<file path="config.mk">
export PLATFORM = sky130hd
export DESIGN_NAME = wb_reg_bank
export DESIGN_NICKNAME = d
export VERILOG_FILES = /design/src/rtl/wb_reg_bank.sv
export SDC_FILE = /design/constraint.sdc
export NUM_CORES = 1
export LEC_CHECK = 0
export CORE_ASPECT_RATIO = 0.5
export CORE_MARGIN = 5
export CORE_UTILIZATION = 50
export DETAILED_ROUTE_END_ITERATION = 7
export HOLD_SLACK_MARGIN = 0.03
export MAX_ROUTING_LAYER = met4
export PLACE_DENSITY = 0.89
export SETUP_SLACK_MARGIN = 0.05
export SLEW_MARGIN = 20
export SYNTH_ARGS = -nofsm -noshare
export SYNTH_HDL_FRONTEND = slang
export SYNTH_SLANG_ARGS = --single-unit
</file>
<file path="constraint.sdc">
create_clock -name clk_i -period 2.82 [get_ports clk_i]
set_input_delay 0.423 -clock clk_i [delete_from_list [all_inputs] [get_ports clk_i]]
set_output_delay 0.423 -clock clk_i [all_outputs]
set_load 0.05 [all_outputs]
</file>
<file path="src/rtl/wb_reg_bank.sv">
// Wishbone-slave bank of NREGS 32-bit registers with byte-enable writes and per-register write pulses.
// Define WB_REG_BANK_ERR_EN to answer unmapped accesses with wb_err_o instead of a silent wb_ack_o.
module wb_reg_bank #(
    parameter int unsigned          NREGS     = 2,
    parameter int unsigned          ADR_W     = 1,
    parameter logic [NREGS*32-1:0]  RESET_VAL = '0
) (
    input  logic                  clk_i,
    input  logic                  rst_n_i,
    input  logic                  wb_cyc_i,
    input  logic                  wb_stb_i,
    input  logic                  wb_we_i,
    input  logic [ADR_W+1:2]      wb_adr_i,
    input  logic [3:0]            wb_sel_i,
    input  logic [31:0]           wb_dat_i,
    output logic                  wb_ack_o,
    output logic                  wb_err_o,
    output logic                  wb_rty_o,
    output logic                  wb_stall_o,
    output logic [31:0]           wb_dat_o,
    output logic [NREGS*32-1:0]   reg_o,
    output logic [NREGS-1:0]      reg_wr_o
);

    localparam int unsigned DW = 32;

    logic                    en;
    logic                    rd_req;
    logic                    wr_req;
    logic [DW-1:0]           rd_val;

    logic                    rd_busy_q, rd_busy_d;
    logic                    wr_busy_q, wr_busy_d;
    logic                    rd_done_q, rd_done_d;
    logic                    wr_done_q, wr_done_d;
    logic                    wr_stg_q,  wr_stg_d;
    logic [ADR_W-1:0]        wr_adr_q,  wr_adr_d;
    logic [DW-1:0]           wr_dat_q,  wr_dat_d;
    logic [3:0]              wr_sel_q,  wr_sel_d;
    logic [NREGS-1:0][DW-1:0] regs_q,   regs_d;
    logic [NREGS-1:0]        reg_wr_q,  reg_wr_d;
    logic                    ack_q,     ack_d;
    logic                    err_q,     err_d;
    logic [DW-1:0]           dat_q,     dat_d;

`ifdef WB_REG_BANK_ERR_EN
    localparam logic [ADR_W:0] NREGS_W = (ADR_W+1)'(NREGS);
    logic rd_map;
    logic wr_map;
    assign rd_map = ({1'b0, wb_adr_i} < NREGS_W);
    assign wr_map = ({1'b0, wr_adr_q} < NREGS_W);
`endif

    // Request decode, read mux, write stage and response generation
    always_comb begin
        en        = wb_cyc_i & wb_stb_i;
        rd_req    = en & ~wb_we_i & ~rd_busy_q;
        wr_req    = en &  wb_we_i & ~wr_busy_q;
        rd_val    = '0;
        regs_d    = regs_q;
        reg_wr_d  = '0;
        dat_d     = dat_q;
        wr_stg_d  = wr_req;
        wr_adr_d  = wr_adr_q;
        wr_dat_d  = wr_dat_q;
        wr_sel_d  = wr_sel_q;
        rd_done_d = rd_req;
        wr_done_d = wr_stg_q;
        rd_busy_d = rd_req | (rd_busy_q & ~rd_done_q);
        wr_busy_d = wr_req | (wr_busy_q & ~wr_done_q);

        // Unmapped indices match no entry: reads yield 0, writes are dropped
        for (int i = 0; i < NREGS; i++) begin
            if (wb_adr_i == ADR_W'(i)) begin
                rd_val = regs_q[i];
            end
            if (wr_stg_q && (wr_adr_q == ADR_W'(i))) begin
                reg_wr_d[i] = 1'b1;
                for (int b = 0; b < 4; b++) begin
                    if (wr_sel_q[b]) begin
                        regs_d[i][8*b +: 8] = wr_dat_q[8*b +: 8];
                    end
                end
            end
        end

        if (rd_req) begin
            dat_d = rd_val;
        end
        if (wr_req) begin
            wr_adr_d = wb_adr_i;
            wr_dat_d = wb_dat_i;
            wr_sel_d = wb_sel_i;
        end

`ifdef WB_REG_BANK_ERR_EN
        ack_d = (rd_req & rd_map) | (wr_stg_q & wr_map);
        err_d = (rd_req & ~rd_map) | (wr_stg_q & ~wr_map);
`else
        ack_d = rd_req | wr_stg_q;
        err_d = 1'b0;
`endif
    end

    // State registers; synchronous reset discards any in-flight transaction
    always_ff @(posedge clk_i) begin
        if (!rst_n_i) begin
            rd_busy_q <= 1'b0;
            wr_busy_q <= 1'b0;
            rd_done_q <= 1'b0;
            wr_done_q <= 1'b0;
            wr_stg_q  <= 1'b0;
            wr_adr_q  <= '0;
            wr_dat_q  <= '0;
            wr_sel_q  <= '0;
            regs_q    <= RESET_VAL;
            reg_wr_q  <= '0;
            ack_q     <= 1'b0;
            err_q     <= 1'b0;
            dat_q     <= '0;
        end else begin
            rd_busy_q <= rd_busy_d;
            wr_busy_q <= wr_busy_d;
            rd_done_q <= rd_done_d;
            wr_done_q <= wr_done_d;
            wr_stg_q  <= wr_stg_d;
            wr_adr_q  <= wr_adr_d;
            wr_dat_q  <= wr_dat_d;
            wr_sel_q  <= wr_sel_d;
            regs_q    <= regs_d;
            reg_wr_q  <= reg_wr_d;
            ack_q     <= ack_d;
            err_q     <= err_d;
            dat_q     <= dat_d;
        end
    end

    assign wb_ack_o   = ack_q;
    assign wb_err_o   = err_q;
    assign wb_rty_o   = 1'b0;
    assign wb_stall_o = en & ~(ack_q | err_q);
    assign wb_dat_o   = dat_q;
    assign reg_o      = regs_q;
    assign reg_wr_o   = reg_wr_q;

endmodule

</file>
Word-level counts from Yosys, hierarchy flattened
Index checks and enable logic that the tools add are counted.

Output and inout port bits: 102. Flip-flop bits (word level): 141. Input port bits: 42. Logic and storage cells: 50.

Multiplexer cells: 3. Reduce and logical (&&, ||, !) cells: 10. Bitwise operators: 18.

Operator list (count): $mux 32 (1); $reduce_and 2->1 (8); $and 1x1->1 (8); $not 1->1 (7); $or 1x1->1 (3); $logic_and 1x1->1 (2); $mux 1 (2).

Logic depth before layout (Yosys ltp)
Gate-level depths: netlist (run 1).

Depth in word-level cells: 4. Depth in mapped cells: 5. Depth with buffers taken out: 3.

Least setup slack after synthesis (run 1)
OpenSTA, ideal clock, no wires.

Path type: flip-flop to output port. Start point: register ack_q (netlist: wb_ack_o). End point: output port wb_stall_o. Path buffers: 0. Arrival: 1.190 ns. Required time: 2.397 ns. Cell stages (with the launch flop): 2. Slack: 1.207 ns. Path through: dfxtp_1 -> nor2_1.

Word-level cells in the longest chain between the ends: 2.

RTL lines: start: declaration (line 42) `logic ack_q, ack_d;`; start signal: assignment (line 132) `ack_q <= ack_d;`; $not 1->1 (line 141) `assign wb_stall_o = en & ~(ack_q | err_q);`; $and 1x1->1 (line 141); end: declaration (line 19) `output logic wb_stall_o,`.

Every way passes these cells.

Final worst setup path (run 1)
Start point: input port wb_stb_i. End point: output port wb_stall_o.

Word-level cells in the longest chain between the ends: 2.

RTL lines: start: declaration (line 11) `input logic wb_stb_i,`; $and 1x1->1 (line 56) `en = wb_cyc_i & wb_stb_i;`; $and 1x1->1 (line 141).

Every way passes these cells.

==> results of run 1 <==
## layout make-up
| type | count | area (sq um) |
|---|---|---|
| clock buffers | 26 | 489.2 |
| repair buffers | 148 | 1469 |
| well taps | 145 | 181.4 |
| multi-input cells | 360 | 2540 |
| flip-flops and latches | 141 | 2823 |
| fillers | 865 | 3451 |
| clock inverters | 6 | 60.06 |
## how the worst min path moves through the flow
stage	end	slack (ns)	startpoint
final	wr_dat_q[20]	0.47	wr_dat_q[20]
after global routing	wr_dat_q[24]	0.49	wr_dat_q[24]
after CTS	wr_dat_q[20]	0.47	wr_dat_q[20]
after detailed placement	wr_dat_q[0]	0.46	wr_dat_q[0]
after global placement	wr_dat_q[29]	0.45	wr_dat_q[29]
after floorplan	wr_dat_q[0]	0.45	wr_dat_q[0]
## state kept, by name, indices dropped and copies added, names as in the netlist
signal and count:
rd_busy_q 1, rd_done_q 1, reg_o 64, reg_wr_o 2, wb_ack_o 1, wb_dat_o 32, wr_adr_q 1, wr_busy_q 1
wr_dat_q 32, wr_done_d 1, wr_done_q 1, wr_sel_q 4
## layout by cell type, fill, tap and decap left out
cell | Yosys | final
or2_2 | 1 | 1
nor2_1 | 1 | 1
nand2_1 | 107 | 107
clkbuf_16 | 0 | 17
o211a_1 | 32 | 32
o21a_1 | 1 | 1
buf_12 | 0 | 1
clkbuf_1 | 14 | 6
and2_1 | 3 | 3
dfxtp_1 | 141 | 141
nand3_2 | 4 | 4
buf_4 | 13 | 7
nand4b_1 | 1 | 1
clkinv_2 | 0 | 3
bufinv_16 | 0 | 1
nand3b_1 | 4 | 4
a21boi_0 | 19 | 19
clkbuf_8 | 0 | 3
clkdlybuf4s50_1 | 0 | 139
and4b_2 | 0 | 1
and3_1 | 1 | 1
conb_1 | 1 | 2
nand2b_1 | 1 | 1
nor2b_1 | 66 | 66
buf_2 | 7 | 1
and4bb_2 | 0 | 1
mux2i_1 | 96 | 96
a21boi_1 | 19 | 19
clkinvlp_4 | 0 | 2
## synthesized netlist by cell type (3+ instances only)
master	count	area (sq um)
nand3b_1	4	30.03
and2_1	3	18.77
buf_2	7	35.03
buf_6	8	90.09
buf_4	13	97.59
a21boi_0	19	142.6
mux2i_1	96	960.9
a21boi_1	19	142.6
dfxtp_1	141	2823
nor2b_1	66	412.9
o211a_1	32	320.3
nand2_1	107	401.6
clkbuf_1	14	52.55
nand3_2	4	40.04
## power by group through the flow
stage	sequential (W)	combinational [W]	clock, W
after floorplan	0.00218	0.000155	0
after detailed placement	0.00211	0.000359	0
after CTS	0.00207	0.000361	0.00210
final	0.00207	0.000357	0.00207
after global placement	0.00211	0.000353	0
after global routing	0.00207	0.000377	0.00220
## metrics by stage
stage	power [W]	util	hold slack, ns
after global routing	0.004652	0.6867	0.4884
after CTS	0.004526	0.6867	0.4694
after floorplan	0.002339	-	0.4467
after detailed placement	0.002468	0.6368	0.4604
after global placement	0.002460	0.6368	0.4548
final	0.004491	0.6867	0.4684
## metal layers
| metal | part of all wire | GRT usage | up-vias |
|---|---|---|---|
| met1 | 0.44 | 0.2186 | 2012 |
| met2 | 0.52 | 0.3612 | 66 |
| li1 | - | - | 2078 |
| met3 | 0.027 | 0.04415 | 14 |
| met4 | 0.012 | 0.05308 | 0 |
| met5 | 0 | - | - |
## logic make-up (layout without fill, tap and decap cells)
kind of cell / count (synthesis) / after routing / share of synthesized area
other: 1 / 2 / 0.0006657
DFF: 141 / 141 / 0.5011
buffers and inverters: 42 / 180 / 0.04887
muxes: 96 / 96 / 0.1706
AOI/OAI and AO/OA: 71 / 71 / 0.1088
and+or+nand+nor: 191 / 191 / 0.1699
## worst max-delay path, cell delays in order
cell and delay [ns]:
clkdlybuf4s50_1 0.52, nand2_1 0.07, nor2_1 0.09, clkdlybuf4s50_1 0.81
==> results.yml, run 1 <==
status:
  outcome: "completed"
clock_network:
  root_buffer: "clkbuf_16"
  cts_post_setup_buffers_inserted: 0
  cts_buffers: 17
  cts_hold_buf: 0
  cts.clk_slew.worst_paths_ns: 0.06
  post_cts_resized: 0
  cts.sinks: 141
  htreeDepth: 4
  cts_buffer_depth: 2
  clk_latency_ns: 0.40
  cts_tree: "done"
placed_design:
  dpl_worst_slack_ns: 0.4837
  finalWeightedCongestion: 0.7408
  placed_area_sq_um: 7013
  post-dp-hpwl_um: 8781
  dp.cells: 794
  port_buffers: 141
sta:
  finalSetupTns_ns: 0
  period_needed_ns: 2.332
  worst_slack_ns: 0.4877
  fin_crit_sh: 0.8270
  max_freq_mhz: 428.8
  final_hold_viol_count: 0
  relSlewSlack: 0.5691
  finalSetupViolations: 0
  slew_viol_final: 0
  rsz0062_at_grt: "no"
  finClkSkew_ns: 0.007447
  worstMarginPinSlew_ns: 0.6463
setup_path:
  r2r_slack_ns: 1.16
  r2r_end: "reg_o[25]"
  reg2reg_from: "wr_done_d"
  critPathCapture: "wb_stall_o"
  cp-end-kind: "primary output"
  worstSetupPathType: "in -> out"
  path_max_fanout: 4
  crit_start: "wb_stb_i"
  arrival_ns: 1.91
  crit_path_start_kind: "input port"
  cp.required_ns: 2.40
  reg2regPathDepth: 3
worst_hold_path:
  hold_depth: 2
  hp-class: "reg -> reg"
floorplan:
  io_pins: 144
  initial_core_util: 0.5115
  core-area_sq_um: 11010
  die_x_um: 160.1
  die_h_um: 85.06
  die_area_sq_um: 13620
  num_rows: 27
synthesis:
  yosysWarningCount: 0
  synth_edf_count: 0
  ys_types: 23
  synth_area_sq_um: 5633
  synth_cells: 542
  syn_area_per_cell_sq_um: 10.39
  async_flop_share: 0
  ys.flop_type: "dfxtp_1"
  synth-seq-cells: 141
  ys_seq_area_frac: 0.5011
power:
  switching_share: 0.2262
  p_comb_frac: 0.079
  p_clk_frac: 0.460
  vdd_ir_drop_max_mv: 0.3730
  pwr_density_cell_nw_per_um2: 593.9
  p_leak_nw: 3.497
  power.internal_w: 0.003475
  switchingPower_w: 0.001016
  p_seq_frac: 0.460
routing:
  wirelength_um: 13110
  drtAntennaViolNets: 0
  drt_iter0_markers: 226
  drcViolationCount: 0
  routedWlPerCell_um: 15.88
  firstDrtPassIters: 4
  vias_per_cell: 5.048
  vias: 4170
cells_and_area:
  diodes: 0
  finalNetCount: 710
  synthToLayoutAreaGrowth_pct: 34.25
  stdcell_count: 826
  finalInstanceArea_sq_um: 7562
  drive_gt1_frac: 0.06167
global_route:
  track_usage: 0.1970
  grt_max_degree: 64
  grt_pass1_wl_um: 21150
  antenna_found_initial: 0
  grt_pass1_vias: 4139
  grt-ovfl-total: 0
job:
  cap_violations: 0
Power figures use the tool's default switching activity.
==> run 2, diff against run 1 <==
CORE_UTILIZATION = 49   (was 50)
PLACE_DENSITY = 0.88   (was 0.89)
clock period = 2.25 ns   (was 2.82 ns; I/O delays follow)
==> run 2 against run 1 <==
  * Worst hold slack got worse by 0.0025 ns
  * Critical path depth fell by 3
  * Combinational power rose by 29%
  * Routed wire length is 2.5% higher
  * Utilization grew 0.83 points
  * Largest power group is now clock
==> results.yml, run 2 (same netlist as run 1, synthesis figures left out) <==
placed_design:
  finalWeightedCongestion: 0.7532
  post-dp-hpwl_um: 9013
  port_buffers: 141
floorplan:
  die_x_um: 161.6
  die_area_sq_um: 13870
  initial_core_util: 0.5068
  num_rows: 27
  die_h_um: 85.82
  io_pins: 144
  core-area_sq_um: 11110
sta:
  max_freq_mhz: 507.7
  final_hold_viol_count: 0
  worstMarginPinSlew_ns: 0.6630
  relSlewSlack: 0.5580
  slew_viol_final: 0
  rsz0062_at_grt: "no"
  fin_crit_sh: 0.8754
  finClkSkew_ns: 0.006852
  finalSetupTns_ns: 0
  period_needed_ns: 1.970
  finalSetupViolations: 0
setup_path:
  worst-path-buf-inv: 1
  cp_slowest_cell: "clkdlybuf4s50_1"
  reg2reg_from: "wr_done_d"
  reg2regPathDepth: 3
  worstSetupPathType: "reg -> out"
  arrival_ns: 1.63
  path_max_fanout: 3
  r2r_end: "reg_o[26]"
  slowest_delay_ns: 0.83
  r2r_slack_ns: 0.63
  cp.required_ns: 1.91
  cp_top_family: "buffers and inverters"
  path_cells: "clkdlybuf4s50_1"
  cp-end-kind: "primary output"
  crit_path_start_kind: "register"
routing:
  drtAntennaViolNets: 0
  firstDrtPassIters: 4
  routedWlPerCell_um: 16.27
  wirelength_um: 13440
  vias: 4173
  drt_iter0_markers: 201
  vias_per_cell: 5.052
  drcViolationCount: 0
clock_network:
  clk_latency_ns: 0.41
  cts_hold_buf: 0
  post_cts_resized: 0
  cts_buffer_depth: 2
  cts_tree: "done"
  cts.clk_slew.worst_paths_ns: 0.06
  cts_buffers: 17
  cts.sinks: 141
  cts_post_setup_buffers_inserted: 0
  htreeDepth: 4
  root_buffer: "clkbuf_16"
cells_and_area:
  post-route-util: 0.6949
  nFillCells: 845
  finalNetCount: 710
  diodes: 0
  largest_reg_flops: 64
  final_common_cell: "dfxtp_1"
  synthToLayoutAreaGrowth_pct: 37.12
  layout_common_cells: "141 x dfxtp_1, 138 x clkdlybuf4s50_1, 107 x nand2_1"
  drive_gt1_frac: 0.07195
global_route:
  grt_pass1_wl_um: 21320
  track_usage: 0.1985
  grt-ovfl-total: 0
  grt_max_degree: 82
  antenna_found_initial: 0
  grt_pass1_vias: 4175
worst_hold_path:
  min_from: "wr_dat_q[1]"
  hp-class: "reg -> reg"
  hold_end: "wr_dat_q[1]"
  hold_depth: 2
power:
  vdd_ir_drop_max_mv: 0.5890
  p_leak_nw: 3.564
  pwr_density_cell_nw_per_um2: 792.7
job:
  cap_violations: 0
status:
  outcome: "completed"
## run 2: cell types whose count changed in the layout (fill, tap and decap cells not counted)
cell	previous run	this run
clkdlybuf4s50_1	139	138
clkinvlp_4	2	4
bufinv_16	1	4
clkbuf_8	3	6
clkbuf_1	6	0
clkinv_2	3	1
buf_12	1	5
buf_4	7	4
## run 2: how the worst max path moves through the flow
stage                              end  slack (ns)  cells after the start          from
after floorplan             wb_stall_o        0.72                      1      wb_ack_o
after detailed placement  wb_dat_o[15]        0.44                      5      wb_stb_i
final                        reg_o[47]        0.28                      1     reg_o[47]
after global placement    wb_dat_o[20]        0.53                      5      wb_cyc_i
after global routing         reg_o[26]        0.24                      1     reg_o[26]
after CTS                 wb_dat_o[12]        0.28                      1  wb_dat_o[12]
## run 2: metal layers
layer | wire length, um | global-route usage
met1 | 5863 | 0.2223
met2 | 6870 | 0.3548
met3 | 502 | 0.04033
met4 | 203 | 0.07521
met5 | 0 | -
## run 2: metrics by stage
stage                     setup WS, ns  power [W]  hold slack [ns]  area [sq um]  cells
after floorplan                 0.7228   0.002931           0.4467          5637    543
after global placement          0.5260   0.003095           0.4546          7061    794
after detailed placement        0.4389   0.003104           0.4616          7061    794
after CTS                       0.2774   0.006162           0.4545          7724    826
after global routing            0.2414   0.006323           0.4773          7724    826
final                           0.2804   0.006123           0.4659          7724    826
## run 2: worst reg2reg max path, stage by stage (launching register included)
cell and delay, ns:
dfxtp_1 0.57, nand3b_1 0.54, mux2i_1 0.34, nor2b_1 0.06
## run 2: power by group
group          leakage, nW  switching (W)  internal [W]
clock                0.314        0.00104       0.00203
combinational         2.11       0.000254      0.000205
sequential            1.14      0.0000384       0.00255
total                 3.56        0.00133       0.00479
## run 2: layout make-up
cell class / instances / area, sq um / area share
Clock buffer: 23 / 508.0 / 0.06577
Timing Repair Buffer: 148 / 1516 / 0.1963
Multi-Input combinational cell: 360 / 2540 / 0.3289
Tap cell: 145 / 181.4 / 0.02349
Clock inverter: 9 / 155.1 / 0.02009
Sequential cell: 141 / 2823 / 0.3655
==> run 3, diff against run 2 <==
ABC_AREA = 1   (was not set)
CORE_UTILIZATION = 50   (was 49)
==> run 3 against run 2 <==
  * Critical path depth is the same
  * Combinational power grew 27%
  * Clock skew grew 0.0028 ns
  * Non-clock buffer count is 2 higher
  * Worst hold slack worse by 0.12 ns
  * Setup slack better by 0.026 ns
  * Die area grew 5.5%
  * Critical path type unchanged
  * Critical endpoint is now reg_o[59]
==> results.yml, run 3 <==
clock_network:
  cts.clk_slew.worst_paths_ns: 0.06
  cts_buffers: 17
  cts_tree: "done"
  cts_hold_buf: 0
  root_buffer: "clkbuf_16"
  post_cts_resized: 0
  clk_latency_ns: 0.40
  cts.sinks: 141
  cts_buffer_depth: 2
  cts_post_setup_buffers_inserted: 0
  htreeDepth: 4
synthesis:
  yosysTopAreaCellShare: 0.4632
  synth_edf_count: 0
  async_flop_share: 0
  ys.flop_type: "dfxtp_1"
  synth_area_sq_um: 6093
  ys_seq_area_frac: 0.4632
  synth_cells: 956
  synthTopCellsByCount: "275 x nor2_1, 267 x nand2_1, 141 x dfxtp_1"
  ys_types: 18
  yosysWarningCount: 0
  synth_area_leaders: "dfxtp_1 46%, nor2_1 17%, nand2_1 16%"
  synth_top_area_cell: "dfxtp_1"
  syn_area_per_cell_sq_um: 6.374
  yosysMostFrequentCell: "nor2_1"
  synth-seq-cells: 141
global_route:
  grt-ovfl-total: 0
  grt_max_degree: 59
  grt_pass1_vias: 5472
  grt_pass1_wl_um: 25620
  antenna_found_initial: 0
  track_usage: 0.2184
cells_and_area:
  post-route-util: 0.6850
  finalNetCount: 1118
  diodes: 0
  layout_common_cells: "274 x nor2_1, 266 x nand2_1, 141 x dfxtp_1"
  synthToLayoutAreaGrowth_pct: 33.51
  final_common_cell: "nor2_1"
  largest_reg_flops: 64
  nFillCells: 988
  finalInstanceArea_sq_um: 8135
  drive_gt1_frac: 0.04779
sta:
  period_needed_ns: 1.943
  max_freq_mhz: 514.6
  worstMarginPinSlew_ns: 0.6969
  finalSetupTns_ns: 0
  rsz0062_at_grt: "no"
  final_hold_viol_count: 0
  slew_viol_final: 0
  relSlewSlack: 0.5341
  finalSetupViolations: 0
  finClkSkew_ns: 0.009609
  fin_crit_sh: 0.8636
placed_design:
  finalWeightedCongestion: 0.7979
  placed_area_sq_um: 7571
  port_buffers: 141
  post-dp-hpwl_um: 10160
worst_hold_path:
  hp-class: "in -> reg"
routing:
  top_layer: "met4"
  wl_met2_um: 7526
  vias: 5781
  vias_per_cell: 4.614
  drtAntennaViolNets: 0
  wirelength_um: 15470
  firstDrtPassIters: 5
  drcViolationCount: 0
  dr_wl_met3_um: 765
  routedWlPerCell_um: 12.35
  drt_iter0_markers: 464
  wl_met1_um: 6803
setup_path:
  cp_slowest_cell: "clkdlybuf4s50_1"
  slowest_delay_ns: 0.84
  cp_top_family: "buffers and inverters"
  cp-end-kind: "primary output"
  path_cells: "clkdlybuf4s50_1"
  worst-path-buf-inv: 1
  path_max_fanout: 3
  cp.required_ns: 1.91
  arrival_ns: 1.61
  crit_path_start_kind: "register"
  worstSetupPathType: "reg -> out"
floorplan:
  num_rows: 28
  die_x_um: 166.1
  die_h_um: 88.06
  die_area_sq_um: 14630
  initial_core_util: 0.5131
  core-area_sq_um: 11880
  io_pins: 144
power:
  pwr_density_cell_nw_per_um2: 724.7
  vdd_ir_drop_max_mv: 0.4684
  p_leak_nw: 4.136
job:
  cap_violations: 0
status:
  outcome: "completed"
run 3: cell type report:
class                      instances  area, sq um  share of cell area
multi-input combinational        625         2469              0.3034
clock buffer                      18        439.2             0.05398
tap                              165        206.4             0.02538
inverter                         141        529.3             0.06506
timing repair buffer             150         1544              0.1898
clock inverter                    13        125.1             0.01538
sequential                       141         2823              0.3470
run 3: final timing paths:
| path | from | to | slack [ns] | cells past startpoint |
|---|---|---|---|---|
| setup / recovery | reg_o[59] | reg_o[59] | 0.31 | 1 |
| hold / removal | rst_n_i | wb_dat_o[8] | 0.34 | 3 |
| setup reg to reg | wr_done_d | reg_o[20] | 0.79 | 3 |
| hold reg to reg | wr_adr_q | reg_wr_o[0] | 0.48 | 1 |
run 3: layer usage:
layer,vias to the layer above,global-route usage
li1,3022,-
met1,2571,0.2499
met2,153,0.3765
met3,35,0.04463
met4,0,0.1018
met5,-,-
run 3: logic make-up after synthesis:
kind of cell | synth area share
flops | 0.4632
other cells | 0.0006154
simple gates | 0.3735
compound gates | 0.02792
buf+inv | 0.1347
run 3: through the flow:
| stage | worst slack, ns | hold slack, ns | power, W | cells |
|---|---|---|---|---|
| final | 0.3068 | 0.3435 | 0.005895 | 1253 |
| after global routing | 0.2367 | 0.3436 | 0.006115 | 1253 |
| after CTS | 0.2915 | 0.3268 | 0.005930 | 1253 |
| after detailed placement | 0.4290 | 0.4636 | 0.003249 | 1222 |
| after global placement | 0.4915 | 0.4571 | 0.003235 | 1222 |
| after floorplan | 0.7228 | 0.4263 | 0.003037 | 957 |
run 3: power breakdown:
group | total [W] | switching (W) | internal, W
Combinational | 0.000582 | 0.000365 | 0.000217
Clock | 0.00270 | 0.00106 | 0.00164
Sequential | 0.00262 | 0.0000476 | 0.00257
